===== src/rtl/ifmap_pkg.sv =====
// ============================================================================
// Package  : ifmap_pkg
// Brief    : Packet layout, opcodes and FSM state type shared by the PPE
//            ifmap requester and its row FIFO.
// Revision : 1.0 - initial release
// ============================================================================
`default_nettype none

package ifmap_pkg;

    localparam int PKT_W     = 33;
    localparam int ADDR_HI   = 32;
    localparam int ADDR_LO   = 29;
    localparam int OPCODE_HI = 28;
    localparam int OPCODE_LO = 25;
    localparam int DATA_HI   = 24;
    localparam int DATA_LO   = 0;

    localparam logic [3:0] OP_WEIGHTS_DONE    = 4'd0;
    localparam logic [3:0] OP_PPE_INPUT       = 4'd1;
    localparam logic [3:0] OP_PPE_5_REQ_INPUT = 4'd5;
    localparam logic [3:0] OP_PPE_6_REQ_INPUT = 4'd6;
    localparam logic [3:0] OP_PPE_7_REQ_INPUT = 4'd7;
    localparam logic [3:0] OP_PPE_8_REQ_INPUT = 4'd8;
    localparam logic [3:0] OP_PPE_9_REQ_INPUT = 4'd9;
    localparam logic [3:0] OP_TIMESTEP_DONE   = 4'd10;

    localparam logic [3:0] IMEM_ID = 4'd10;

    typedef struct packed {
        logic [ADDR_HI-ADDR_LO:0]     dest;
        logic [OPCODE_HI-OPCODE_LO:0] opcode;
        logic [DATA_HI-DATA_LO:0]     data;
    } pkt_t;

    typedef enum logic [1:0] {
        ST_IDLE   = 2'd0,
        ST_ACTIVE = 2'd1,
        ST_DRAIN  = 2'd2,
        ST_DONE   = 2'd3
    } state_t;

endpackage

`default_nettype wire


===== src/rtl/ifmap_row_fifo.sv =====
// ============================================================================
// Module   : ifmap_row_fifo
// Brief    : Small synchronous FIFO; a push and a pop in the same cycle are
//            both honoured, even when full.
// Revision : 1.0 - initial release
// ============================================================================
`default_nettype none

module ifmap_row_fifo #(
    parameter int DEPTH = 2,
    parameter int WIDTH = 28
) (
    input  logic                     clk,
    input  logic                     reset,
    input  logic                     push,
    input  logic                     pop,
    input  logic [WIDTH-1:0]         din,
    output logic [WIDTH-1:0]         dout,
    output logic                     full,
    output logic                     empty,
    output logic [$clog2(DEPTH):0]   count
);

    localparam int AW = $clog2(DEPTH);

    logic [WIDTH-1:0] r_mem [DEPTH];
    logic [AW-1:0]    r_wr_ptr;
    logic [AW-1:0]    r_rd_ptr;
    logic [AW:0]      r_count;
    logic             w_push_ok;
    logic             w_pop_ok;

    assign full      = (r_count == (AW+1)'(DEPTH));
    assign empty     = (r_count == '0);
    assign count     = r_count;
    assign dout      = r_mem[r_rd_ptr];
    assign w_pop_ok  = pop && !empty;
    // A full FIFO still takes a push when the head leaves in the same cycle.
    assign w_push_ok = push && (!full || w_pop_ok);

    always_ff @(posedge clk or posedge reset) begin
        if (reset) begin
            for (int i = 0; i < DEPTH; i++) begin
                r_mem[i] <= '0;
            end
            r_wr_ptr <= '0;
            r_rd_ptr <= '0;
            r_count  <= '0;
        end else begin
            if (w_push_ok) begin
                r_mem[r_wr_ptr] <= din;
                r_wr_ptr        <= r_wr_ptr + 1'b1;
            end
            if (w_pop_ok) begin
                r_rd_ptr <= r_rd_ptr + 1'b1;
            end
            r_count <= r_count + (AW+1)'(w_push_ok) - (AW+1)'(w_pop_ok);
        end
    end

endmodule

`default_nettype wire


===== src/rtl/ppe_ifmap_requester.sv =====
// ============================================================================
// Module   : ppe_ifmap_requester
// Brief    : PPE input front end: requests ifmap rows from IMEM, buffers the
//            replies and hands them to the PE datapath.
// Options  : IFMAP_REQ_ERRCNT_EN adds err_cnt, a saturating dropped-packet count
// Revision : 1.0 - initial release
// ============================================================================
`default_nettype none

module ppe_ifmap_requester
    import ifmap_pkg::*;
#(
    parameter int PE_ID       = 5,
    parameter int IMEM_ID     = 10,
    parameter int ROW_W       = 25,
    parameter int ROWS_PER_TS = 5,
    parameter int FIFO_DEPTH  = 2
) (
    input  logic              clk,
    input  logic              reset,
    input  logic              ts_start,
    input  logic              pkt_in_valid,
    output logic              pkt_in_ready,
    input  logic [32:0]       pkt_in_data,
    output logic              pkt_out_valid,
    input  logic              pkt_out_ready,
    output logic [32:0]       pkt_out_data,
    output logic              row_valid,
    input  logic              row_ready,
    output logic [ROW_W-1:0]  row_data,
    output logic              row_last,
    output logic              ts_done
`ifdef IFMAP_REQ_ERRCNT_EN
    ,
    output logic [7:0]        err_cnt
`endif
);

    localparam int              CNT_W      = $clog2(FIFO_DEPTH) + 1;
    localparam int              ENT_W      = ROW_W + 3;
    localparam logic [2:0]      c_rows     = 3'(ROWS_PER_TS);
    localparam logic [2:0]      c_last_idx = 3'(ROWS_PER_TS - 1);
    localparam logic [CNT_W:0]  c_depth    = (CNT_W+1)'(FIFO_DEPTH);

    state_t           r_state, w_state_nxt;
    logic [2:0]       r_req_cnt;
    logic [2:0]       r_rcv_cnt;
    logic [CNT_W-1:0] r_outstanding;
    logic             r_req_valid;
    pkt_t             r_req_pkt;

    pkt_t             w_pkt_in;
    logic             w_in_hs, w_row_good, w_push, w_out_hs, w_pop;
    logic             w_arm, w_issue;
    logic             w_full, w_empty;
    logic [CNT_W-1:0] w_occ;
    logic [CNT_W:0]   w_budget;
    logic [ENT_W-1:0] w_head;

    assign w_pkt_in     = pkt_t'(pkt_in_data);
    assign pkt_in_ready = !w_full;
    assign w_in_hs      = pkt_in_valid && !w_full;
    // Outstanding is zero in IDLE and after reset, so stale replies fall through as drops.
    assign w_row_good   = (r_state != ST_IDLE) && (w_pkt_in.dest == 4'(PE_ID)) &&
                          (w_pkt_in.opcode == OP_PPE_INPUT) && (r_outstanding != '0);
    assign w_push       = w_in_hs && w_row_good;
    assign w_out_hs     = r_req_valid && pkt_out_ready;
    assign w_pop        = !w_empty && row_ready;
    assign w_budget     = {1'b0, w_occ} + {1'b0, r_outstanding};

    always_comb begin
        w_state_nxt = r_state;
        w_arm       = 1'b0;
        w_issue     = 1'b0;
        case (r_state)
            ST_IDLE: begin
                if (ts_start) begin
                    w_arm       = 1'b1;
                    w_state_nxt = ST_ACTIVE;
                end
            end
            ST_ACTIVE: begin
                if (r_req_cnt >= c_rows) begin
                    w_state_nxt = ST_DRAIN;
                end else if (!r_req_valid && (w_budget < c_depth)) begin
                    w_issue = 1'b1;
                end
            end
            ST_DRAIN: begin
                if ((r_rcv_cnt >= c_rows) && w_empty) begin
                    w_state_nxt = ST_DONE;
                end
            end
            ST_DONE:  w_state_nxt = ST_IDLE;
            default:  w_state_nxt = ST_IDLE;
        endcase
    end

    always_ff @(posedge clk or posedge reset) begin
        if (reset) begin
            r_state       <= ST_IDLE;
            r_req_cnt     <= '0;
            r_rcv_cnt     <= '0;
            r_outstanding <= '0;
            r_req_valid   <= 1'b0;
            r_req_pkt     <= '0;
        end else begin
            r_state <= w_state_nxt;
            if (w_arm) begin
                // The unsolicited broadcast row stands in for request 0.
                r_req_cnt     <= 3'd1;
                r_rcv_cnt     <= 3'd0;
                r_outstanding <= CNT_W'(1);
            end else begin
                if (w_out_hs && (r_req_cnt < c_rows)) begin
                    r_req_cnt <= r_req_cnt + 3'd1;
                end
                if (w_push && (r_rcv_cnt < c_rows)) begin
                    r_rcv_cnt <= r_rcv_cnt + 3'd1;
                end
                r_outstanding <= r_outstanding + CNT_W'(w_out_hs) - CNT_W'(w_push);
            end
            if (w_issue) begin
                r_req_valid <= 1'b1;
                r_req_pkt   <= '{dest: 4'(IMEM_ID), opcode: 4'(PE_ID), data: 25'(r_req_cnt)};
            end else if (w_out_hs) begin
                r_req_valid <= 1'b0;
            end
        end
    end

    // Each entry carries its row index so row_last needs no separate counter.
    ifmap_row_fifo #(
        .DEPTH (FIFO_DEPTH),
        .WIDTH (ENT_W)
    ) u_row_fifo (
        .clk   (clk),
        .reset (reset),
        .push  (w_push),
        .pop   (w_pop),
        .din   ({r_rcv_cnt, w_pkt_in.data[ROW_W-1:0]}),
        .dout  (w_head),
        .full  (w_full),
        .empty (w_empty),
        .count (w_occ)
    );

    assign pkt_out_valid = r_req_valid;
    assign pkt_out_data  = r_req_pkt;
    assign row_valid     = !w_empty;
    assign row_data      = w_head[ROW_W-1:0];
    assign row_last      = !w_empty && (w_head[ENT_W-1:ROW_W] == c_last_idx);
    assign ts_done       = (r_state == ST_DONE);

`ifdef IFMAP_REQ_ERRCNT_EN
    logic       w_drop;
    logic [7:0] r_err_cnt;

    assign w_drop = w_in_hs && !w_row_good;

    always_ff @(posedge clk or posedge reset) begin
        if (reset) begin
            r_err_cnt <= '0;
        end else if (w_drop && (r_err_cnt != 8'hFF)) begin
            r_err_cnt <= r_err_cnt + 8'd1;
        end
    end

    assign err_cnt = r_err_cnt;
`endif

endmodule

`default_nettype wire


===== config.mk =====
export PLATFORM = sky130hd
export DESIGN_NAME = ppe_ifmap_requester
export DESIGN_NICKNAME = d
export VERILOG_FILES = /design/src/rtl/ifmap_pkg.sv /design/src/rtl/ifmap_row_fifo.sv /design/src/rtl/ppe_ifmap_requester.sv
export SDC_FILE = /design/constraint.sdc
export NUM_CORES = 1
export LEC_CHECK = 0
export BUFFER_PORTS_ARGS = -buffer_cell sky130_fd_sc_hd__buf_2
export CORE_UTILIZATION = 48
export CTS_CLUSTER_DIAMETER = 60
export CTS_CLUSTER_SIZE = 40
export DETAILED_ROUTE_END_ITERATION = 8
export GPL_ROUTABILITY_DRIVEN = 0
export PLACE_DENSITY = 0.79
export SETUP_SLACK_MARGIN = 0.02
export SLEW_MARGIN = 5
export SYNTH_ARGS = -nofsm -noshare
export SYNTH_HDL_FRONTEND = slang
export SYNTH_HIERARCHICAL = 1
export SYNTH_SLANG_ARGS = --single-unit

===== constraint.sdc =====
create_clock -name clk -period 2.39 [get_ports clk]
set_input_delay 0.239 -clock clk [delete_from_list [all_inputs] [get_ports clk]]
set_output_delay 0.239 -clock clk [all_outputs]
set_load 0.02 [all_outputs]

==> impl_results.md, run 1 <==
- Critical path class: reg2reg
- Maxcap violations: 0
- Reg clk slew, reported paths: 0.08 ns
- Vias in the first global route: approximately 2400
- Area fraction of the dominant cell type after synthesis: 0.495
- Core Region: 0.00769 mm²
- Ant. Diodes: 0
- Die height: 90.8 µm
- Drt drc: 0
- Period minus WS final: 2.22 ns
- Tot Pwr: 0.00331 W
- Rows: 32
- PortBufs: between 70 and 80
- Worst skew pair latency: 0.34 ns
- Post-synth EDFFs: 0
- Ratio of cells with drive above 1 in the final layout: 0.522
- Leak Pwr: 2.42 nW
- Detail Placement HPWL: 4.76 mm
- Critical Path End Type: register
- I/O pin count: around 100
- Total track usage: 0.175
- Fin Clk Skew: 0.00587 ns
- Placed Cells: 467
- Mean Syn Cell Area: 12.9 µm²
- Mapped Area: 0.00379 mm²
- Fin cells: 491
- Worst reg2reg path depth: 10
- Worst slew pin tran: 0.615 ns
- Largest family of logic cells by synthesized area: multiplexers
- Synth Area in XOR/XNOR: 0.0139
- Yosys cell types: 39
- Yosys warning count: 6
- Vias per std cell: between 5 and 6
- Peak VDD IR: 0.000348 V
- Post-synthesis register bit count: 75
- Synth area leaders: dfrtp_1 (50%), mux2_2 (25%), buf_4 (6.1%)
- Worst Hold Class: in2reg
- Mux contribution to synthesized area: 0.267
- Fin crit share: 0.927
- Unrepaired setup endpoints after global routing: no
- First-pass GRT wire length: 11.4 mm
- Synth top cells by count: mux2_2 (85), dfrtp_1 (75), buf_4 (31)
- Seq/Total Area, Yosys: 0.495
- Post-synth top flop: dfrtp_1
- Total negative slack: 0 ns
- R2R Path Start: r_state[1]$_DFFE_PP0P_
- Compound-Gate Fraction of Synth Area: 0.0291
- Initial core utilization: 0.493
- Final Hold Fails: 0
- 1st-iter DRT viols: 70
- Gate count after technology mapping: about 300
- Worst EP required: 2.62 ns
- Max Clk Rate: 451 MHz
- Layout Nets: 436
- Setup crit start: r_state[1]$_DFFE_PP0P_
- Total routed wirelength: 7.08 mm
- WP data arrival: 2.45 ns
- R2r setup slk: 0.17 ns
- Pin count of the biggest net entering global routing: 34
- Via Count: 2457
- Final Worst Setup Slack: 0.175 ns
- Post-route ant nets: 0
- Worst setup path endpoint: u_row_fifo/r_mem[43]$_DFFE_PP0P_
- Status: finished clean
- Area leader, netlist: dfrtp_1
- Grt ovf: 0
- Max Root-Sink Buffers: 2
- Adder-cell share of the synthesized area: 0.0416
- Die area: 0.00825 mm²
- Num Clock Sinks: 75
- Final Core Density: 0.592
- H-tree Lvls: 3
- Final setup fails: 0
- Startpoint Class: register
- Synth Area in Simple Gates: 0.0647
- DR WL/cell: between 10 and 15 µm
- DIE WIDTH: 90.8 µm
- Clk root buf: clkbuf_8
- Max FO, Critical Path: 7
- Total iterations of the first detailed-routing run: 4
- Fraction of registers with async set or reset after synthesis: 1.00
- TritonCTS Buffers: 9
- Fillers: 631
- CTS tree: yes
- Max-slew violations: 0
- Worst slew margin: 0.589
- Reg-to-Reg End: u_row_fifo/r_mem[43]$_DFFE_PP0P_
- Initial antenna violation count: 0
- Pre-CTS setup slack: 0.0418 ns
- Top-count cell post-synth: mux2_2
- Syn-to-layout area delta: 20.2%
- Pwr/cell area: 726 mW/mm²
## flip-flops by register name, indices dropped and copies added (netlist names)
name                 flops
u_row_fifo/r_mem        56
pkt_out_data             4
r_rcv_cnt                3
r_req_cnt                3
r_outstanding            2
r_state                  2
u_row_fifo/count         2
pkt_out_valid            1
u_row_fifo/r_rd_ptr      1
u_row_fifo/r_wr_ptr      1
## through the flow
step,hold slack (ns),area (µm²)
after detailed placement,0.360,4240
after floorplan,0.140,3890
final,0.0958,4550
after global placement,0.351,4240
after CTS,0.0837,4460
after global routing,0.102,4550
## cells in the final DEF (no fill, tap or decap), types with 2 or more instances in the layout
master and n:
conb_1 26, xnor2_1 4, a21oi_1 4, nand2b_1 3
mux2_2 85, buf_12 3, buf_4 13, clkbuf_8 9
nand3b_1 2, mux2_4 3, o21ai_0 5, buf_2 75
bufinv_16 2, nor3b_1 2, nand3_1 4, ha_1 11
nor2_1 6, o21a_1 2, inv_2 2, dfrtp_1 75
nor4bb_1 2, nand2_1 9, xor2_1 2, inv_1 12
nor2b_1 4
## where the power goes
| group | switching, W | total [W] | internal [W] |
|---|---|---|---|
| Clock | 0.000467 | 0.00105 | 0.000585 |
| Sequential | 0.000113 | 0.00150 | 0.00139 |
| Combinational | 0.000410 | 0.000750 | 0.000340 |
| Total | 0.000990 | 0.00331 | 0.00232 |
## worst max-delay path, stage by stage (launching register included)
cell	delay [ns]
dfrtp_1	0.39
inv_1	0.08
ha_1	0.22
nor4b_2	0.24
o2111ai_2	0.17
inv_2	0.12
inv_1	0.08
nor3_4	0.17
buf_4	0.16
buf_6	0.15
mux2_2	0.33
## metal layers
| layer | GRT usage | wire, µm | share of wire | vias to the layer above |
|---|---|---|---|---|
| met3 | 0.0269 | 242 | 0.034 | 17 |
| met2 | 0.288 | 3570 | 0.50 | 72 |
| li1 | - | - | - | 1136 |
| met4 | 0.0886 | 191 | 0.027 | 0 |
| met5 | 0 | 0 | 0 | - |
| met1 | 0.224 | 3080 | 0.43 | 1232 |
## area by class of cell
| class | instances | area, µm² | share of cell area |
|---|---|---|---|
| Tap cell | 102 | 128 | 0.0280 |
| Timing Repair Buffer | 94 | 579 | 0.127 |
| Multi-Input combinational cell | 191 | 1700 | 0.374 |
| Clock inverter | 6 | 90.1 | 0.0198 |
| Inverter | 14 | 52.6 | 0.0115 |
| Clock buffer | 9 | 124 | 0.0272 |
| Sequential cell | 75 | 1880 | 0.412 |
## worst min-delay path by stage
stage                                        endpoint  cells after the start          start  slack (ns)
after global placement       r_rcv_cnt[0]$_DFFE_PP0P_                      2          reset        0.35
after detailed placement     r_rcv_cnt[0]$_DFFE_PP0P_                      2          reset        0.36
after floorplan           pkt_out_data[0]$_DFFE_PP0P_                      1          reset        0.14
after CTS                   pkt_out_valid$_DFFE_PP0P_                      2  pkt_out_ready        0.08
final                       pkt_out_valid$_DFFE_PP0P_                      2  pkt_out_ready         0.1
after global routing        pkt_out_valid$_DFFE_PP0P_                      2  pkt_out_ready        0.10
## cells by family after synthesis
kind of cell / count (synthesis)
fa+ha+maj: 12
compound gates: 17
buf+inv: 52
simple gates: 41
flops: 75
mux: 89
xor+xnor: 6
other cells: 1
## what timing repair did
action / in CTS / in global routing
hold endpoints to repair: 26 / 0
hold buffers: 1 / 0
setup buffers: 0 / 6
gates resized for setup: 0 / 2
endpoints found under the setup margin: 0 / 59
Power figures use the tool's default switching activity.
==> inputs of run 2 (changes only) <==
--- a/config.mk
+++ b/config.mk
@@ -12,5 +12,5 @@
 export DETAILED_ROUTE_END_ITERATION = 8
 export GPL_ROUTABILITY_DRIVEN = 0
-export PLACE_DENSITY = 0.79
+export PLACE_DENSITY = 0.82
 export SETUP_SLACK_MARGIN = 0.02
 export SLEW_MARGIN = 5
==> constraint.sdc (replaced) <==
create_clock -name clk -period 2.39 [get_ports clk]
set_input_delay 0.239 -clock clk [delete_from_list [all_inputs] [get_ports clk]]
set_output_delay 0.239 -clock clk [all_outputs]
set_load 0.01 [all_outputs]
==> impl_results.md, run 2 (synthesis results as in run 1) <==
- 1st-iter DRT viols: 169 (+140%)
- Crit-path cells: inv_1 -> ha_1 -> nor4b_2 -> o2111ai_2 -> inv_2 -> inv_1 -> nor3_4 -> buf_12 -> mux2_2
- Period minus WS final: 2.23 ns (+0.0195 ns)
- Reg with most FFs: u_row_fifo/r_mem
- Max FO, Critical Path: 16 (+9)
- Fin crit share: 0.935 (+0.00816)
- CP max-delay cell: dfrtp_1
- I/O pin count: 102 (unchanged)
- Leak Pwr: 2.38 nW (-1.5%)
- Detail Placement HPWL: 4.90 mm (+3.0%)
- Worst skew pair latency: 0.35 ns (about the same)
- Peak VDD IR: 0.000356 V (+2.5%)
- Met2 WL: 3.58 mm (+0.39%)
- Metal-1 WL: 3.05 mm (-1.0%)
- Ratio of cells with drive above 1 in the final layout: 0.521 (-0.00113)
- Drt drc: 2 (+2)
- Clk root buf: clkbuf_8
- Vias in the first global route: 2492 (+2.9%)
- PortBufs: 75 (unchanged)
- Finished layout cell area: 0.00450 mm² (-1.2%)
- Critical path class: reg2reg
- Worst slew pin tran: 0.742 ns (+0.127 ns)
- Largest register FFs: 56 (unchanged)
- Initial antenna violation count: 0 (unchanged)
- TritonCTS Buffers: 9 (unchanged)
- Worst slew margin: 0.505 (-0.0840)
- Final Worst Setup Slack: 0.155 ns (-0.0195 ns)
- Top cell by count, worst path: inv_1
- Final setup fails: 0 (unchanged)
- CP Buf/Inv Count: 4 (-1)
- Max Root-Sink Buffers: 2 (unchanged)
- Num Clock Sinks: 75 (unchanged)
- Crit path largest cell delay: 0.38 ns (about the same)
- Die area: 0.00825 mm² (unchanged)
- Rows: 32 (unchanged)
- CP delay by family, top: simple AND/OR/NAND/NOR gates
- Grt ovf: 0 (unchanged)
- Startpoint Class: register
- R2r setup slk: 0.16 ns (-0.02 ns)
- Worst EP required: 2.61 ns (about the same)
- DIE WIDTH: 90.8 µm (unchanged)
- H-tree Lvls: 3 (unchanged)
- Die height: 90.8 µm (unchanged)
- Most common cell after layout, fill and taps aside: mux2_2
- Max Clk Rate: 447 MHz (-0.87%)
- Unrepaired setup endpoints after global routing: no
- Vias per std cell: 4.92 (-1.6%)
- Total negative slack: 0 ns (unchanged)
- Top sig layer: met4
- Ant. Diodes: 0 (unchanged)
- Layout Nets: 432 (-0.92%)
- Critical Path End Type: register
- Max-slew violations: 0 (unchanged)
- Failing checks: design-rule violations
- CTS tree: yes
- Syn-to-layout area delta: 18.8%
- Total routed wirelength: 6.93 mm (-2.0%)
- Maxcap violations: 0 (unchanged)
- Fin cells: 488 (-0.61%)
- Post-route ant nets: 0 (unchanged)
- Via Count: 2402 (-2.2%)
- Pre-CTS setup slack: 0.0113 ns (-0.0305 ns)
- First-pass GRT wire length: 11.6 mm (+1.3%)
- Pwr/cell area: 709 mW/mm² (-2.4%)
- Final Hold Fails: 0 (unchanged)
- DR WL/cell: 14.2 µm (-1.4%)
- Placed instance area: 0.00425 mm² (+0.35%)
- Final Core Density: 0.586 (-0.00684)
- Total track usage: 0.177 (+0.00191)
- WP data arrival: 2.46 ns (about the same)
- Worst Hold Class: in2reg
- Fin Clk Skew: 0.0115 ns (+0.00567 ns)
- Commonest cells after routing, fill and taps aside: mux2_2 (85), buf_2 (75), dfrtp_1 (75), conb_1 (26), inv_1 (12)
- Total iterations of the first detailed-routing run: 6 (+2)
- Pin count of the biggest net entering global routing: 61 (+79%)
- Core Region: 0.00769 mm² (unchanged)
- Placed Cells: 469 (+0.43%)
- Met3 Wirelength: 210 µm (-13%)
- Status: complete, but fails checks
- Reg clk slew, reported paths: 0.08 ns (about the same)
- Initial core utilization: 0.493 (unchanged)
==> run 2: path summary, 6_finish.rpt <==
path | start | endpoint | depth (start not counted)
worst max register to register | r_state[0]$_DFFE_PP0P_ | u_row_fifo/r_mem[51]$_DFFE_PP0P_ | 9
worst min-delay path | pkt_out_ready | pkt_out_valid$_DFFE_PP0P_ | 2
worst min register to register | u_row_fifo/r_mem[26]$_DFFE_PP0P_ | u_row_fifo/r_mem[26]$_DFFE_PP0P_ | 1
max in group asynchronous | reset | u_row_fifo/r_mem[23]$_DFFE_PP0P_ | 4
min in group asynchronous | reset | r_rcv_cnt[2]$_DFFE_PP0P_ | 3
worst max-delay path | r_state[0]$_DFFE_PP0P_ | u_row_fifo/r_mem[51]$_DFFE_PP0P_ | 9
==> run 2: cell type report <==
class | count | area [µm²]
Fill cell | 654 | 3190
Clock inverter | 6 | 71.3
Sequential cell | 75 | 1880
Inverter | 14 | 52.6
Clock buffer | 10 | 138
Timing Repair Buffer | 90 | 528
Tap cell | 102 | 128
Multi-Input combinational cell | 191 | 1710
==> run 2: report_power, final <==
group,switching [W],internal [W],leakage (nW)
Combinational,0.000334,0.000339,1.26
Sequential,0.000113,0.00139,1.02
Clock,0.000491,0.000522,0.0999
==> run 2: stage by stage <==
stage                     hold WS [ns]  total power (W)
after global placement           0.342          0.00214
final                           0.0947          0.00319
after detailed placement         0.353          0.00218
after global routing            0.0918          0.00337
after CTS                       0.0854          0.00321
after floorplan                  0.140          0.00200
==> run 2: routing by layer <==
metal  vias to the layer above  GRT usage
li1                       1133          -
met1                      1190      0.221
met2                        66      0.299
met3                        13     0.0345
met4                         0     0.0754
met5                         -          0
==> run 2: timing repair <==
item / 4_1_cts / 5_1_grt
hold buffers: 1 / 0
setup buffers: 0 / 2
gates resized for setup: 1 / 2
pin swaps: 2 / 2
setup endpoints to repair: 22 / 30
endpoints found under the hold margin: 15 / 0
